**src/rtl/drp_pkg.sv**
```systemverilog
// Shared DRP definitions: bus widths, out-of-range read data, responder FSM states.
package drp_pkg;
  localparam int DRP_ADDR_W = 8;
  localparam int DRP_DATA_W = 16;
  localparam logic [DRP_DATA_W-1:0] DRP_OOR_RDATA = 16'h0000;

  typedef enum logic [1:0] {IDLE, WAIT, RESPOND} drp_state_e;
endpackage

```
**src/rtl/drp_regbank.sv**
```systemverilog
// DEPTH x 16 register bank: async read, sync write, out-of-range accesses
// read DRP_OOR_RDATA and drop writes.
module drp_regbank
  import drp_pkg::*;
#(
  parameter int DEPTH = 64,
  parameter logic [DRP_DATA_W-1:0] RESET_VAL = 16'h0000
) (
  input  logic                  clk,
  input  logic                  rst,
  input  logic                  we,
  input  logic [DRP_ADDR_W-1:0] waddr,
  input  logic [DRP_DATA_W-1:0] wdata,
  input  logic [DRP_ADDR_W-1:0] raddr,
  output logic [DRP_DATA_W-1:0] rdata
);
  localparam int AW = (DEPTH > 1) ? $clog2(DEPTH) : 1;

  logic [DRP_DATA_W-1:0] mem [DEPTH];

  function automatic logic in_range(input logic [DRP_ADDR_W-1:0] a);
    return {1'b0, a} < 9'(DEPTH);
  endfunction

  assign rdata = in_range(raddr) ? mem[raddr[AW-1:0]] : DRP_OOR_RDATA;

  always_ff @(posedge clk or posedge rst) begin
    if (rst) begin
      for (int i = 0; i < DEPTH; i++) mem[i] <= RESET_VAL;
    end else if (we && in_range(waddr)) begin
      mem[waddr[AW-1:0]] <= wdata;
    end
  end
endmodule

```
**src/rtl/drp_responder.sv**
```systemverilog
// DRP slave with fixed LATENCY response and overlap detection.
// Optional DRP_RESPONDER_ERR_CNT_EN adds a saturating err_cnt output.
module drp_responder
  import drp_pkg::*;
#(
  parameter int LATENCY = 3,
  parameter int DEPTH = 64,
  parameter logic [DRP_DATA_W-1:0] RESET_VAL = 16'h0000
) (
  input  logic                  clk,
  input  logic                  rst,
  input  logic                  drp_en,
  input  logic                  drp_we,
  input  logic [DRP_ADDR_W-1:0] drp_addr,
  input  logic [DRP_DATA_W-1:0] drp_di,
  output logic [DRP_DATA_W-1:0] drp_do,
  output logic                  drp_rdy,
  output logic                  busy,
  output logic                  err_overlap
`ifdef DRP_RESPONDER_ERR_CNT_EN
  ,
  output logic [7:0]            err_cnt
`endif
);
  drp_state_e            state;
  logic [3:0]            cnt;
  logic                  we_q;
  logic [DRP_ADDR_W-1:0] addr_q;
  logic [DRP_DATA_W-1:0] di_q;
  logic [DRP_ADDR_W-1:0] raddr;
  logic [DRP_DATA_W-1:0] rdata;

  // With LATENCY=1 read data is taken in the accept cycle, before addr_q is valid.
  assign raddr = (state == IDLE) ? drp_addr : addr_q;

  drp_regbank #(.DEPTH(DEPTH), .RESET_VAL(RESET_VAL)) u_regbank (
    .clk   (clk),
    .rst   (rst),
    .we    ((state == RESPOND) && we_q),
    .waddr (addr_q),
    .wdata (di_q),
    .raddr (raddr),
    .rdata (rdata)
  );

  always_ff @(posedge clk or posedge rst) begin
    if (rst) begin
      state       <= IDLE;
      cnt         <= '0;
      we_q        <= 1'b0;
      addr_q      <= '0;
      di_q        <= '0;
      drp_do      <= '0;
      drp_rdy     <= 1'b0;
      busy        <= 1'b0;
      err_overlap <= 1'b0;
    end else begin
      drp_rdy     <= 1'b0;
      err_overlap <= 1'b0;
      case (state)
        IDLE: if (drp_en) begin
          we_q   <= drp_we;
          addr_q <= drp_addr;
          di_q   <= drp_di;
          busy   <= 1'b1;
          if (LATENCY == 1) begin
            state   <= RESPOND;
            cnt     <= '0;
            drp_rdy <= 1'b1;
            if (!drp_we) drp_do <= rdata;
          end else begin
            state <= WAIT;
            cnt   <= 4'(LATENCY - 1);
          end
        end
        WAIT: begin
          err_overlap <= drp_en;
          if (cnt == 4'd1) begin
            state   <= RESPOND;
            cnt     <= '0;
            drp_rdy <= 1'b1;
            if (!we_q) drp_do <= rdata;
          end else begin
            cnt <= cnt - 4'd1;
          end
        end
        RESPOND: begin
          // Write commits on this edge via the regbank write port.
          err_overlap <= drp_en;
          state       <= IDLE;
          busy        <= 1'b0;
        end
        default: begin
          state <= IDLE;
          busy  <= 1'b0;
        end
      endcase
    end
  end

`ifdef DRP_RESPONDER_ERR_CNT_EN
  always_ff @(posedge clk or posedge rst) begin
    if (rst) err_cnt <= '0;
    else if (err_overlap && err_cnt != 8'hFF) err_cnt <= err_cnt + 8'd1;
  end
`endif
endmodule

```
**config.mk**
```make
export PLATFORM = sky130hd
export DESIGN_NAME = drp_responder
export DESIGN_NICKNAME = d
export VERILOG_FILES = /design/src/rtl/drp_pkg.sv /design/src/rtl/drp_regbank.sv /design/src/rtl/drp_responder.sv
export SDC_FILE = /design/constraint.sdc
export NUM_CORES = 2
export LEC_CHECK = 0
export ABC_AREA = 1
export CAP_MARGIN = 10
export CORE_AREA = 4 4 216 375
export CTS_CLUSTER_DIAMETER = 150
export DETAILED_ROUTE_END_ITERATION = 8
export DIE_AREA = 0 0 220 379
export PLACE_DENSITY = 0.79
export SLEW_MARGIN = 20
export SYNTH_ARGS = -nofsm -noshare
export SYNTH_HDL_FRONTEND = slang
export SYNTH_SLANG_ARGS = --single-unit
```
**constraint.sdc**
```tcl
create_clock -name clk -period 42.6 [get_ports clk]
set_input_delay 8.52 -clock clk [delete_from_list [all_inputs] [get_ports clk]]
set_output_delay 8.52 -clock clk [all_outputs]
set_load 0.1 [all_outputs]
```
==> reports/qor.txt <==
====================================================================================================
Maximum count of clock buffers along a single path ....................................            3
Data required time of the worst path ..................................................     43.23 ns
Clk Tree Root Cell ....................................................................    clkbuf_16
P per Cell Area ....................................................................... 71.74 nW/um^2
Critical-path cell list ............................................................... clkdlybuf4s50_1, nand2_2, nand2_8, buf_4, buf_4, buf_4, nand2_1, nand3_1, nand3_1, nand3_1, nand3_1, nand3_1, nand3_1, nand2_1
Clock buffer count from CTS ...........................................................           96
R2r startpoint ........................................................................     state[0]
Core Area .............................................................................   77700 um^2
Nets@finish ...........................................................................         5739
Cells taking the most area after synthesis ............................................ dfrtp_1 (55%), nand2_1 (17%), nand3_1 (11%), o21ai_0 (10%), clkbuf_1 (2.5%)
Via Count .............................................................................        42430
Critical Path AT ......................................................................     14.50 ns
Slack of the worst reg-to-reg path ....................................................     35.45 ns
Number of DRC violations after detailed-routing iteration 0 ...........................         5917
Share of synthesized flip-flops with an asynchronous set or reset .....................       100.0%
Final critical path time including I/O delays and setup ...............................     13.88 ns
Worst Setup Slack post-DPL ............................................................     28.27 ns
ANT nets after route ..................................................................            0
Die area ..............................................................................   83380 um^2
Clock-pin slew reported for the worst setup and hold paths after clock tree synthesis .      0.07 ns
Total Neg Setup Slack .................................................................         0 ns
Worst Hold Slack ......................................................................    0.4826 ns
Slowest stage cell on the critical path ...............................................      nand2_8
Depth of the worst register-to-register path ..........................................           15
Distinct cell type count of the synthesized netlist ...................................           29
Routed WL .............................................................................     148.9 mm
Top Family by Delay on Critical Path .................................................. buffers and inverters
Post-synth top flop ...................................................................      dfrtp_1
Final Hold Violating Endpoints ........................................................            0
RSZ-0062 raised after global routing ..................................................        false
Number of placement rows ..............................................................          135
Most repeated cell in the gate-level netlist after synthesis ..........................      nand2_1
HPWL Detailed .........................................................................     84.11 mm
Worst setup EP type ...................................................................    flip-flop
Status ................................................................................ complete, no violations
Yosys reg bits ........................................................................         1074
Area delta synth->final ...............................................................       6.727%
Cells resized by post-CTS repair ......................................................            0
Number of global-route vias before repair .............................................        40910
Die width .............................................................................       220 um
Cell count after synthesis ............................................................         6032
Synth warnings ........................................................................            0
Wire length of the first global-routing pass ..........................................     232.0 mm
Largest area contributor in the synthesized netlist ...................................      dfrtp_1
Average instance area after synthesis .................................................   8.066 um^2
FILL cells ............................................................................         6415
Fin Clk Skew ..........................................................................   0.02293 ns
Level count of the clock H-tree .......................................................            3
Library cell appearing most often on the critical path ................................      nand3_1
Worst-path maximum fanout .............................................................          152
Final worst path period share .........................................................       32.58%
Total overflow reported by the global router ..........................................            0
Number of buffers and inverters on the critical path ..................................            4
Post-CTS Repair Setup Buffers .........................................................            0
Cell types with the highest counts after synthesis .................................... nand2_1 (2170), dfrtp_1 (1074), nand3_1 (1032)
Total nets after synthesis ............................................................         6066
Slew at the pin with the worst max-slew slack .........................................     1.206 ns
Critical path class ................................................................... primary input to flip-flop
Overall power .........................................................................      3725 uW
CTS tree ..............................................................................          yes
Portion of synthesized cell area occupied by the leading cell type ....................       55.24%
Worst reg2reg endpoint ................................................................   drp_do[11]
Endpoint of the most critical setup path ..............................................   drp_do[11]
Clk Latency, worst-skew pair ..........................................................      0.70 ns
Gpl congestion ........................................................................       0.8982
DRC ...................................................................................            0
Setup slack of the critical path after layout .........................................     28.72 ns
Launching element of the worst setup path .............................................  drp_addr[0]
Clock Sinks ...........................................................................         1074
Startpoint Class ...................................................................... primary input
Antenna violations before repair ......................................................            2
Die Y-Extent ..........................................................................       379 um
Count of flip-flops with a built-in enable after synthesis ............................            0
Fmax ..................................................................................  0.07205 GHz
Total of endpoints with negative setup slack in the final report ......................            0
Top-Level Pins ........................................................................           47
Total stage count of the critical path ................................................           14
Layout cell share with drive strength beyond 1 ........................................       4.897%
Detailed-route wire length per cell ...................................................     21.88 um
Maximum single-stage delay on the critical path .......................................      1.00 ns
Area of the mapped netlist ............................................................   48660 um^2
Peak ir drop on the vdd network .......................................................     74.35 uV
Hold WC Path Type ..................................................................... flip-flop to flip-flop
Initial standard-cell utilization of the core .........................................       62.62%
Port Buffers ..........................................................................           46
Max-slew violation count ..............................................................            0
Number of hold-repair buffers added at the cts stage ..................................            0
Sequential cell area fraction in the yosys report .....................................       55.24%
Static power due to leakage ...........................................................   0.02272 uW
Worst slew margin relative to its limit ...............................................       19.43%
Global router's overall resource usage ................................................       36.00%
Number of vias per cell ...............................................................        6.233
Max-cap check violation count .........................................................            0
Pin count of the biggest net entering global routing ..................................          192
Detailed-router iteration count before antenna repair .................................            7
====================================================================================================
[layout by cell type, fill, tap and decap left out, types with 2 or more instances in the layout]
master | netlist | final
nand2_1 | 2170 | 2139
dfrtp_1 | 1074 | 1074
nand3_1 | 1032 | 1032
o21ai_0 | 1008 | 1007
clkbuf_16 | 0 | 100
inv_1 | 103 | 85
buf_4 | 33 | 53
clkdlybuf4s50_1 | 0 | 46
o21ai_1 | 48 | 45
nand2_2 | 2 | 33
clkbuf_1 | 330 | 24
nor2_1 | 23 | 22
clkbuf_8 | 0 | 21
inv_2 | 4 | 18
clkinv_2 | 0 | 16
nor3_2 | 7 | 7
ha_1 | 6 | 6
buf_12 | 0 | 6
bufinv_16 | 0 | 5
o21ai_4 | 1 | 4
nand3b_1 | 4 | 4
a21oi_1 | 3 | 3
inv_6 | 0 | 3
nor4_4 | 2 | 2
inv_4 | 0 | 2
clkinv_1 | 2 | 2
nand4_1 | 2 | 2
xor2_1 | 2 | 2
nand2_8 | 0 | 2
o21ai_2 | 1 | 2
clkinv_4 | 0 | 2
[stage by stage]
step	utilization [%]	area [um^2]	cells
finish	66.83	51930	6807
global route	66.83	51930	6806
CTS	66.73	51850	6806
detailed placement	62.64	48670	6634
global placement	62.64	48670	6634
floorplan	-	48660	6032
[final cells by class]
class | instances | area, um^2 | area share [%]
sequential | 1074 | 26880 | 51.75
multi-input combinational | 4318 | 19180 | 36.93
clock buffer | 145 | 2882 | 5.549
tap | 1027 | 1285 | 2.474
timing repair buffer | 106 | 989.7 | 1.906
inverter | 109 | 422.9 | 0.8144
clock inverter | 27 | 292.8 | 0.5638
antenna | 1 | 2.502 | 0.004819
[kinds of logic (layout without fill, tap and decap cells)]
group                      count (synthesis)  count (layout)  synth area share [%]
and+or+nand+nor                         3247            3247                 27.98
other                                      0               1                     0
buffers and inverters                    640             387                 5.624
xor gates and xnor gates                   2               2               0.03601
adders and majority gates                  6               6                0.1543
DFF                                     1074            1074                 55.24
AOI/OAI and AO/OA                       1063            1063                 10.97
[report_power, final]
group	switching [uW]	internal, uW	leakage [uW]
sequential	79.5	1130	0.0149
clock	391	497	0.00157
combinational	1260	373	0.00629
total	1730	2000	0.0227
[worst reg2reg max path, cell delays in order (launching register included)]
cell and delay (ns):
dfrtp_1 0.38, inv_1 0.12, ha_1 0.88, nand2_2 0.73, nand2_8 1.00, buf_4 1.01, buf_4 1.03, buf_4 0.93
nand2_1 0.13, nand3_1 0.13, nand3_1 0.10, nand3_1 0.13, nand3_1 0.10, nand3_1 0.17, nand3_1 0.11, nand2_1 0.11
[worst min-delay path by stage]
stage	from	to	slack (ns)	cells past startpoint
2_1_floorplan	u_regbank.mem[190]	u_regbank.mem[190]	0.44	2
3_3_place_gp	u_regbank.mem[382]	u_regbank.mem[382]	0.46	2
3_5_place_dp	addr_q[7]	addr_q[7]	0.47	2
4_1_cts	u_regbank.mem[382]	u_regbank.mem[382]	0.48	2
5_1_grt	u_regbank.mem[984]	u_regbank.mem[984]	0.50	2
6_report	u_regbank.mem[382]	u_regbank.mem[382]	0.48	2
[layer usage]
metal	up-vias	GRT usage, %	part of all wire, %
met4	2	26.76	8.5
met1	20490	44.55	36
met2	2325	56.84	47
li1	19100	-	-
met3	507	6.022	8.7
met5	-	0	0.011
[registers in the layout, indices dropped and copies added (netlist names)]
signal,cells
addr_q,8
busy,1
cnt,4
di_q,16
drp_do,16
drp_rdy,1
err_overlap,1
state,2
u_regbank.mem,1024
we_q,1
Note: power is estimated with default switching activity, not from simulation.
